### config.mk
export PLATFORM = sky130hd
export DESIGN_NAME = decode_stage
export DESIGN_NICKNAME = d
export VERILOG_FILES = /design/src/rtl/decode_stage.sv
export SDC_FILE = /design/constraint.sdc
export NUM_CORES = 1
export LEC_CHECK = 0
export ABC_AREA = 1
export CAP_MARGIN = 30
export CORE_UTILIZATION = 52
export DETAILED_ROUTE_END_ITERATION = 8
export PLACE_DENSITY_LB_ADDON = 0.08
export SLEW_MARGIN = 25
export SYNTH_ARGS = -nofsm -noshare
export SYNTH_HDL_FRONTEND = slang
export SYNTH_SLANG_ARGS = --single-unit
### constraint.sdc
create_clock -name clk -period 3.64 [get_ports clk]
set_input_delay 0.728 -clock clk [delete_from_list [all_inputs] [get_ports clk]]
set_output_delay 0.728 -clock clk [all_outputs]
set_load 0.05 [all_outputs]
### src/rtl/decode_stage.sv
// Decode stage: splits 16-bit instructions into execute controls, holds them in a
// skid-free output register and interlocks register hazards via a pending-write scoreboard.
module decode_stage #(
    parameter bit HAZARD_EN = 1'b1
) (
    input  logic        clk,
    input  logic        rst,
    input  logic [15:0] instr,
    input  logic        instr_valid,
    output logic        instr_ready,
    input  logic        flush,
    input  logic        wb_valid,
    input  logic [2:0]  wb_rd,
    output logic [2:0]  rs1,
    output logic [2:0]  rs2,
    output logic [2:0]  rd,
    output logic        wp,
    output logic [3:0]  alu_op,
    output logic [15:0] imm,
    output logic        use_imm,
    output logic        illegal,
    output logic        out_valid,
    input  logic        out_ready,
    output logic        halted
);

    localparam int unsigned OPC_W = 4;
    localparam int unsigned REG_W = 3;
    localparam int unsigned NREG  = 8;
    localparam int unsigned IMM_W = 16;

    localparam logic [0:0] RUN  = 1'b0;
    localparam logic [0:0] HALT = 1'b1;

    localparam logic [OPC_W-1:0] OP_NOP  = 4'h0;
    localparam logic [OPC_W-1:0] OP_ADD  = 4'h1;
    localparam logic [OPC_W-1:0] OP_SUB  = 4'h2;
    localparam logic [OPC_W-1:0] OP_AND  = 4'h3;
    localparam logic [OPC_W-1:0] OP_OR   = 4'h4;
    localparam logic [OPC_W-1:0] OP_XOR  = 4'h5;
    localparam logic [OPC_W-1:0] OP_ADDI = 4'h6;
    localparam logic [OPC_W-1:0] OP_HALT = 4'hF;

    logic [0:0]       state_q, state_d;
    logic [NREG-1:0]  pend_q, wb_clr, pend_avail, pend_set;

    logic [OPC_W-1:0] opcode;
    logic [REG_W-1:0] in_rd, in_rs1, in_rs2;
    logic             d_wp, d_use_imm, d_illegal, uses_rs1, uses_rs2;
    logic [OPC_W-1:0] d_alu;
    logic [IMM_W-1:0] d_imm;
    logic             held_wr, blk_rs1, blk_rs2, blk_rd, hazard;
    logic             accept, deliver;

    assign opcode = instr[15:12];
    assign in_rd  = instr[11:9];
    assign in_rs1 = instr[8:6];
    assign in_rs2 = instr[5:3];

    // Instruction decode; undefined opcodes behave like NOP but flag illegal
    always_comb begin
        d_wp      = 1'b0;
        d_alu     = OP_NOP;
        d_imm     = '0;
        d_use_imm = 1'b0;
        d_illegal = 1'b0;
        uses_rs1  = 1'b0;
        uses_rs2  = 1'b0;
        case (opcode)
            OP_ADD, OP_SUB, OP_AND, OP_OR, OP_XOR: begin
                d_wp     = 1'b1;
                d_alu    = opcode;
                uses_rs1 = 1'b1;
                uses_rs2 = 1'b1;
            end
            OP_ADDI: begin
                d_wp      = 1'b1;
                d_alu     = OP_ADD;
                d_use_imm = 1'b1;
                d_imm     = {{10{instr[5]}}, instr[5:0]};
                uses_rs1  = 1'b1;
            end
            OP_NOP, OP_HALT: ;
            default: d_illegal = 1'b1;
        endcase
    end

    // Writeback clears are visible to the hazard check in the same cycle
    assign wb_clr     = wb_valid ? (NREG'(1) << wb_rd) : '0;
    assign pend_avail = pend_q & ~wb_clr;
    assign held_wr    = out_valid && wp;

    assign blk_rs1 = uses_rs1 && (pend_avail[in_rs1] || (held_wr && (rd == in_rs1)));
    assign blk_rs2 = uses_rs2 && (pend_avail[in_rs2] || (held_wr && (rd == in_rs2)));
    assign blk_rd  = d_wp     && (pend_avail[in_rd]  || (held_wr && (rd == in_rd)));
    assign hazard  = HAZARD_EN && (blk_rs1 || blk_rs2 || blk_rd);

    assign instr_ready = (state_q == RUN) && !flush && !hazard && (!out_valid || out_ready);
    assign accept      = instr_valid && instr_ready;
    assign deliver     = out_valid && out_ready && !flush;
    assign pend_set    = (deliver && wp) ? (NREG'(1) << rd) : '0;

    always_ff @(posedge clk) begin
        if (!rst) state_q <= RUN;
        else      state_q <= state_d;
    end

    always_comb begin
        state_d = state_q;
        case (state_q)
            RUN:     if (accept && (opcode == OP_HALT)) state_d = HALT;
            HALT:    if (flush) state_d = RUN;
            default: state_d = RUN;
        endcase
    end

    // Output register and scoreboard; flush only drops the held output
    always_ff @(posedge clk) begin
        if (!rst) begin
            pend_q    <= '0;
            out_valid <= 1'b0;
            rs1       <= '0;
            rs2       <= '0;
            rd        <= '0;
            wp        <= 1'b0;
            alu_op    <= '0;
            imm       <= '0;
            use_imm   <= 1'b0;
            illegal   <= 1'b0;
            halted    <= 1'b0;
        end else begin
            pend_q <= pend_avail | pend_set;
            halted <= (state_d == HALT);
            if (flush) begin
                out_valid <= 1'b0;
            end else if (accept) begin
                out_valid <= 1'b1;
                rs1       <= in_rs1;
                rs2       <= in_rs2;
                rd        <= in_rd;
                wp        <= d_wp;
                alu_op    <= d_alu;
                imm       <= d_imm;
                use_imm   <= d_use_imm;
                illegal   <= d_illegal;
            end else if (out_ready) begin
                out_valid <= 1'b0;
            end
        end
    end

endmodule

==> out/metrics.yaml <==
status:
  status: "complete, no violations"
power_and_ir_drop:
  p_comb_share_pct: 34.2
  p_switching_mw: 0.341
  p_seq_share_pct: 40.5
  netSwitchingFraction_pct: 35.9
  peakVddDrop_mv: 0.312
  powerDensity_nw_per_um2: 351
  p_leak_nw: 1.23
  p_int_mw: 0.611
  power.share.clock_pct: 25.3
  p_total_mw: 0.952
synth:
  synth_cell_types: 27
  ys_seq_area_share_pct: 30.3
  synth_cells: 340
  synth-seq-cells: 32
  synth_area_per_cell_sq_um: 6.22
  synth-edff-count: 0
  synthArstFlopShare_pct: 0
  netlist_top_cells_area: "dfxtp_1 30%, nand2_1 16%, inv_1 9.4%, nand3_1 9.0%, nor2_1 5.9%"
  ys_warn_count: 0
  yosysTopAreaCellShare_pct: 30.3
  synth_area_leader_cell: "dfxtp_1"
  synth_area_sq_um: 2120
  syn_nets: 365
  ys.flop_type: "dfxtp_1"
routing:
  ant_nets: 0
  detail_route.wl_per_cell_um: 11.7
  dr.pass1.iters: 4
  routed_wl_um: 5030
  num_vias: 2136
  drc: 0
  viasPerCell: 4.96
  dr.first_iter.drc_count: 150
worst_setup_path:
  cpMaxStageDelayCell: "clkdlybuf4s50_1"
  endpoint_kind: "primary output"
  cp.arrival_ns: 2.43
  cp_common_cell: "nand2_1"
  worst_path_dominant_cell_family: "simple AND/OR/NAND/NOR gates"
  slowest_delay_ns: 0.53
  criticalPathCategory: "in -> out"
  worst_setup_path_start_kind: "primary input"
  crit_path_cell_trace: "clkdlybuf4s50_1, inv_1, nor2_2, nand2_1, nand2_1, nand2_1, nand3_1, nand3_1, nand2_1, nand3_1, nand2_2, and2_1, buf_12"
  path_buf_inv: 3
  critPathMaxFanout: 4
  required_ns: 2.91
global_routing:
  grt_overflow: 0
  first_global_vias: 1829
  antenna_found_initial: 0
  grt_pass1_wl_um: 8200
  grt_use_total_pct: 25.3
  grt_max_degree: 31
placed_design:
  port_buffers: 59
  gp_congestion: 0.953
  dp_hpwl_um: 3820
  dp_slack_ns: 0.516
timing:
  period_minus_slack_ns: 3.16
  setup_tns_ns: 0
  fmax_mhz: 317
  tightest_slew_ns: 0.586
  clock_skew_ns: 0.00582
  fin_crit_sh_pct: 86.8
  hold_viol: 0
  worst_slack_ns: 0.482
  relSlewSlack_pct: 60.8
  drv_slew: 0
  rsz0062_at_grt: "no"
  setup_viol: 0
final_layout:
  nNetsFinal: 410
  mostFrequentLayoutCell: "nand2_1"
  utilization_pct: 71.9
  synthToLayoutAreaGrowth_pct: 28.1
  drive_gt1_share_pct: 9.66
  layout_common_cells: "90 x nand2_1, 58 x clkdlybuf4s50_1, 53 x inv_1"
  antennaDiodeCount: 0
clocking:
  cts_setup_buffers: 0
  cts_buffers: 5
  cts_sinks: 32
  cts-htree-levels: 2
  clockBufferDepth: 2
  clock_latency_ns: 0.28
  cts_hold_buffers: 0
  clk_pin_slew_ns: 0.06
  clockRootBuffer: "clkbuf_8"
  cts_tree: "done"
  cts_resized: 0
die:
  coreArea_sq_um: 3770
  io_pins: 60
  die_w_um: 65.8
  rows: 22
  start_util_pct: 56.1
  dieArea_sq_um: 4330
  die_y_um: 65.8
hold_path:
  worstHoldPathType: "reg -> reg"
run:
  maxCapViolations: 0
-- path summary, 6_finish.rpt --
check / startpoint / to / slack [ns] / cells past startpoint
max reg2reg: rd[0] / rs1[1] / 1.57 / 11
min reg2reg: alu_op[3] / alu_op[3] / 0.46 / 2
min: alu_op[3] / alu_op[3] / 0.46 / 2
max: wb_rd[1] / instr_ready / 0.48 / 13
-- Yosys cell counts (6+ instances only) --
master / count
buf_4: 11
nand2_2: 11
nor2_1: 33
inv_1: 53
xnor2_1: 7
nand2_1: 90
nand3_1: 38
a21oi_1: 13
nor2_2: 6
dfxtp_1: 32
nand4_1: 15
-- state kept, by name (all words and copies together) (netlist names) --
register   flops
rs2            3
alu_op         4
halted         1
out_valid      1
pend_q         8
wp             1
use_imm        1
rd             3
imm            6
illegal        1
rs1            3
-- kinds of logic after synthesis --
logic type | after synthesis | synth area share (%)
xor gates and xnor gates | 7 | 2.90
AOI/OAI and AO/OA | 17 | 4.61
buffers and inverters | 84 | 18.3
and+or+nand+nor | 200 | 43.9
DFF | 32 | 30.3
-- layout make-up --
| cell class | instances | area, sq um |
|---|---|---|
| Sequential cell | 32 | 641 |
| Multi-Input combinational cell | 224 | 1090 |
| Tap cell | 48 | 60.1 |
| Timing Repair Buffer | 63 | 631 |
| Inverter | 59 | 221 |
| Fill cell | 319 | 1060 |
| Clock buffer | 5 | 68.8 |
-- power groups by stage --
stage | sequential (mW) | clock, mW | combinational, mW
after floorplan | 0.450 | 0 | 0.174
after global placement | 0.393 | 0 | 0.322
after detailed placement | 0.393 | 0 | 0.325
after CTS | 0.386 | 0.246 | 0.326
after global routing | 0.388 | 0.258 | 0.352
final | 0.386 | 0.241 | 0.326
-- routing by layer --
layer / vias up / global-route usage (%) / part of all wire, %
met5: - / 0 / 0
met3: 12 / 6.90 / 6.7
met1: 920 / 33.0 / 47
met4: 0 / 9.51 / 2.0
li1: 1124 / - / -
met2: 80 / 39.4 / 44
-- tightest hold or removal path, stage by stage (launching register included) --
cell and delay [ns]:
dfxtp_1 0.31, nand3_1 0.07, inv_1 0.04
-- metrics by stage --
stage	cells	area [sq um]	hold WS, ns
finish	431	2710	0.460
global route	431	2710	0.484
CTS	431	2710	0.464
detailed placement	426	2640	0.451
global placement	426	2640	0.445
floorplan	340	2120	0.478
Note: power is estimated with default switching activity, not from simulation.
